[src/rtl/ads1672_sample_buffer.sv]
// ADS1672 sample buffer: FWFT FIFO of formatted 32-bit sample words with drop accounting.
// Define ADS_SAMPLE_SEQ_TAG_EN to tag each word with an 8-bit sequence number instead of sign extension.
module ads1672_sample_buffer #(
  parameter int DEPTH = 16
) (
  input  logic                     clk,
  input  logic                     rst_n,
  input  logic [23:0]              sample_in,
  input  logic                     sample_valid,
  input  logic                     clear,
  output logic [31:0]              m_data,
  output logic                     m_valid,
  input  logic                     m_ready,
  output logic [$clog2(DEPTH):0]   level,
  output logic                     overflow,
  output logic [15:0]              dropped_cnt
);

  localparam int AW = $clog2(DEPTH);
  localparam int LW = AW + 1;

  logic [31:0]   mem [DEPTH];
  logic [AW-1:0] wr_ptr;
  logic [AW-1:0] rd_ptr;
  logic [31:0]   word;
  logic          full;
  logic          pop;
  logic          push;
  logic          drop;

  assign full = (level == LW'(DEPTH));
  assign pop  = m_valid & m_ready & ~clear;
  // A full FIFO still takes a sample when the head word leaves in the same cycle.
  assign push = sample_valid & ~clear & (~full | pop);
  assign drop = sample_valid & ~clear & full & ~pop;

`ifdef ADS_SAMPLE_SEQ_TAG_EN
  logic [7:0] seq;

  assign word = {seq, sample_in};

  always_ff @(posedge clk or negedge rst_n) begin
    if (!rst_n) begin
      seq <= 8'h00;
    end else if (clear) begin
      seq <= 8'h00;
    end else if (sample_valid) begin
      seq <= seq + 8'h01;
    end
  end
`else
  assign word = {{8{sample_in[23]}}, sample_in};
`endif

  always_ff @(posedge clk) begin
    if (push) begin
      mem[wr_ptr] <= word;
    end
  end

  always_ff @(posedge clk or negedge rst_n) begin
    if (!rst_n) begin
      wr_ptr      <= '0;
      rd_ptr      <= '0;
      level       <= '0;
      overflow    <= 1'b0;
      dropped_cnt <= 16'h0000;
    end else if (clear) begin
      wr_ptr      <= '0;
      rd_ptr      <= '0;
      level       <= '0;
      overflow    <= 1'b0;
      dropped_cnt <= 16'h0000;
    end else begin
      if (push) begin
        wr_ptr <= wr_ptr + AW'(1);
      end
      if (pop) begin
        rd_ptr <= rd_ptr + AW'(1);
      end
      level <= level + LW'(push) - LW'(pop);
      if (drop) begin
        overflow <= 1'b1;
        if (dropped_cnt != 16'hFFFF) begin
          dropped_cnt <= dropped_cnt + 16'h0001;
        end
      end
    end
  end

  // Gating on occupancy keeps the unreset storage off the output when empty or in reset.
  assign m_valid = (level != '0);
  assign m_data  = m_valid ? mem[rd_ptr] : 32'h0;

endmodule

[config.mk]
export PLATFORM = sky130hd
export DESIGN_NAME = ads1672_sample_buffer
export DESIGN_NICKNAME = d
export VERILOG_FILES = /design/src/rtl/ads1672_sample_buffer.sv
export SDC_FILE = /design/constraint.sdc
export NUM_CORES = 1
export LEC_CHECK = 0
export BUFFER_PORTS_ARGS = -buffer_cell sky130_fd_sc_hd__buf_2
export CORE_MARGIN = 3
export CORE_UTILIZATION = 40
export CTS_BUF_LIST = sky130_fd_sc_hd__clkbuf_4 sky130_fd_sc_hd__clkbuf_8 sky130_fd_sc_hd__clkbuf_16
export DETAILED_ROUTE_END_ITERATION = 10
export SYNTH_ARGS = -nofsm -noshare
export SYNTH_HDL_FRONTEND = slang
export SYNTH_SLANG_ARGS = --single-unit
[constraint.sdc]
create_clock -name clk -period 8.88 [get_ports clk]
set_input_delay 0.444 -clock clk [delete_from_list [all_inputs] [get_ports clk]]
set_output_delay 0.444 -clock clk [all_outputs]
set_load 0.005 [all_outputs]
==> results.json <==
{
  "status": "finished, final reports clean",
  "clock-root-buffer": "clkbuf_16",
  "yosys_warnings": 0,
  "synth_ff_type": "edfxtp_1",
  "tightest_slew_ns": 1.11,
  "post_drt_wl_per_cell_um": 24.0,
  "dieWidth_um": 209,
  "top_layer_used": "met5",
  "drc": 0,
  "synth_top_area_cell": "edfxtp_1",
  "worstPathRequired_ns": 8.44,
  "gp_congestion": 0.737,
  "fin_util_pct": 46.9,
  "worstPathArrival_ns": 3.50,
  "finalWorstSetupSlack_ns": 4.93,
  "drt_first_pass_iters": 4,
  "crit_type": "register to output port",
  "synth_nets": 844,
  "io_pins": 84,
  "final_cells": 1455,
  "ys_async_sr_fraction_pct": 7.25,
  "fin_setup_tns_ns": 0,
  "grt_usage_pct": 16.0,
  "vias_per_cell": 5.53,
  "n_fill_cell": 3350,
  "seqCellArea_um2": 12300,
  "synth_edf_count": 384,
  "area_growth_pct": 14.4,
  "first_global_vias": 8420,
  "skew_ns": 0.00811,
  "drv_cap": 0,
  "hold_class": "input port to register",
  "core-area_um2": 40300,
  "initial_utilization_pct": 41.0,
  "min_period_ns": 3.95,
  "grt_overflow": 0,
  "clk_path_buf_depth": 3,
  "finalHoldViolCount": 0,
  "final_cell_mix": "384 x edfxtp_1, 96 x mux4_2, 83 x buf_2",
  "die_y_um": 209,
  "drt-met1-wl_um": 15100,
  "synth_seq_area_share_pct": 74.4,
  "wirelength_um": 34900,
  "fmax_mhz": 253,
  "synthesis.area_um2": 16500,
  "std_cell_rows": 73,
  "synth-adder-area-share_pct": 1.03,
  "syn_inst": 802,
  "slew_headroom_pct": 25.8,
  "portBuffers": 83,
  "antenna_found_initial": 2,
  "multi_input_area_um2": 3970,
  "met3_length_um": 1880,
  "clkLatencyLatePin_ns": 0.53,
  "cts.sinks": 414,
  "cts_made_buffers": 43,
  "final_layout_size_suffix_gt1_share_pct": 31.9,
  "synth_cell_types": 46,
  "ys_ff_latch": 414,
  "cp-start-kind": "register",
  "drtIter0Drc": 586,
  "synth_top_family_by_area": "multiplexers",
  "power_leakage_nw": 6.13,
  "end_kind": "output port",
  "via_count": 8046,
  "wl_met2_um": 17200,
  "synth.top_cells.by_area": "edfxtp_1 70%, mux4_2 13%, dfrtp_1 4.5%",
  "nets": 939,
  "rsz0062_at_grt": "no",
  "synth.avg_cell_area_um2": 20.6,
  "grt_pass1_wl_um": 52700,
  "post-cts-setup-buffer-count": 0,
  "synth-simple-area-share_pct": 3.53,
  "irDropWorstVdd_v": 0.000154,
  "setup_viol": 0,
  "synth_top_area_share_pct": 69.9,
  "dp_cells": 1376,
  "power_density_nw_per_um2": 253,
  "grt_max_degree": 59,
  "die-area_um2": 43700,
  "drv_slew": 0,
  "cts_tree": "yes",
  "synthMuxAreaShare_pct": 16.5,
  "critical_path_peak_fanout": 58,
  "final_common_cell": "edfxtp_1",
  "cts-hold-fix-buffers": 1,
  "preCtsSetupSlack_ns": 5.29,
  "fin_crit_sh_pct": 44.5,
  "dp_hpwl_um": 18500,
  "ant_nets": 0,
  "synth_xor_area_share_pct": 0.318,
  "clkSlewWorstSetupHoldPaths_ns": 0.06,
  "htreeDepth": 2,
  "cts_resized": 0,
  "synth-compound-area-share_pct": 2.21
}
[synthesized netlist by cell type, types with 2 or more instances]
master    instances
nor3_1            4
nor2_1           19
or4_1             6
dfrtp_1          30
nand3_1           7
or2_2             2
a21o_1            2
nor2b_1           8
xnor2_1           2
nand2_1          10
o21ai_0           4
buf_4            11
o22ai_1          24
nor4b_1           2
or3_1             3
mux2_2            6
nand4_4           2
ha_1             12
o31ai_1           7
edfxtp_1        384
and2_1            3
o41ai_1           2
a21oi_1          16
buf_2            27
nand4_1           2
nor4_1           10
xor2_1            4
clkbuf_1         10
and3_1            6
inv_1            16
mux2i_1          49
mux4_2           96
nand2b_1          3
[power by group]
part / leakage [nW] / switching, W / total, W / internal, W
Clock: 0.678 / 0.000718 / 0.00173 / 0.00101
Combinational: 1.59 / 0.000400 / 0.000808 / 0.000408
Sequential: 3.87 / 0.0000795 / 0.00225 / 0.00217
Total: 6.13 / 0.00120 / 0.00478 / 0.00358
[cell type report]
class	instances	share of cell area, %
multi-input combinational	322	21.0
antenna	1	0.0133
clock inverter	26	1.05
sequential	414	65.1
tap	525	3.48
timing repair buffer	100	2.89
clock buffer	51	6.09
inverter	16	0.318
[flip-flops by register name, summed over array words and instances, names as in the netlist]
name	cells
mem	384
dropped_cnt	16
level	5
rd_ptr	4
wr_ptr	4
overflow	1
[through the flow]
step / instance area [um2] / hold slack [ns] / total power (W)
after floorplan: 16500 / 0.148 / 0.00286
after global placement: 17500 / 0.477 / 0.00311
after detailed placement: 17500 / 0.494 / 0.00312
after CTS: 18900 / 0.211 / 0.00485
after global routing: 18900 / 0.253 / 0.00499
final: 18900 / 0.226 / 0.00478
[critical path, cell delays in order (launching register included)]
cell     delay (ns)
dfrtp_4        0.93
buf_4          0.92
mux4_2         0.61
mux2i_1        0.16
o22ai_1        0.17
buf_2          0.17
[final timing paths]
| path | from | depth (start not counted) | slack (ns) | end |
|---|---|---|---|---|
| setup / recovery | rd_ptr[1] | 5 | 4.93 | m_data[1] |
| min in group asynchronous | rst_n | 2 | 0.50 | dropped_cnt[4] |
| hold reg to reg | overflow | 2 | 0.50 | overflow |
| hold / removal | m_ready | 3 | 0.23 | rd_ptr[1] |
| setup reg to reg | level[2] | 13 | 5.41 | level[4] |
| max in group asynchronous | rst_n | 2 | 7.86 | rd_ptr[0] |
[logic make-up (layout without fill, tap and decap cells)]
| kind of cell | Yosys count | count (layout) |
|---|---|---|
| compound gates | 58 | 58 |
| xor+xnor | 6 | 6 |
| other cells | 0 | 1 |
| simple gates | 94 | 94 |
| buf+inv | 66 | 193 |
| mux | 151 | 151 |
| fa+ha+maj | 13 | 13 |
| flops | 414 | 414 |
[metal layers]
| metal | up-vias | GRT usage (%) |
|---|---|---|
| met5 | - | 0 |
| met4 | 2 | 4.23 |
| met1 | 4268 | 22.0 |
| met2 | 217 | 26.5 |
| li1 | 3510 | - |
| met3 | 49 | 2.73 |
No activity file was read; power rests on OpenSTA's default activity.
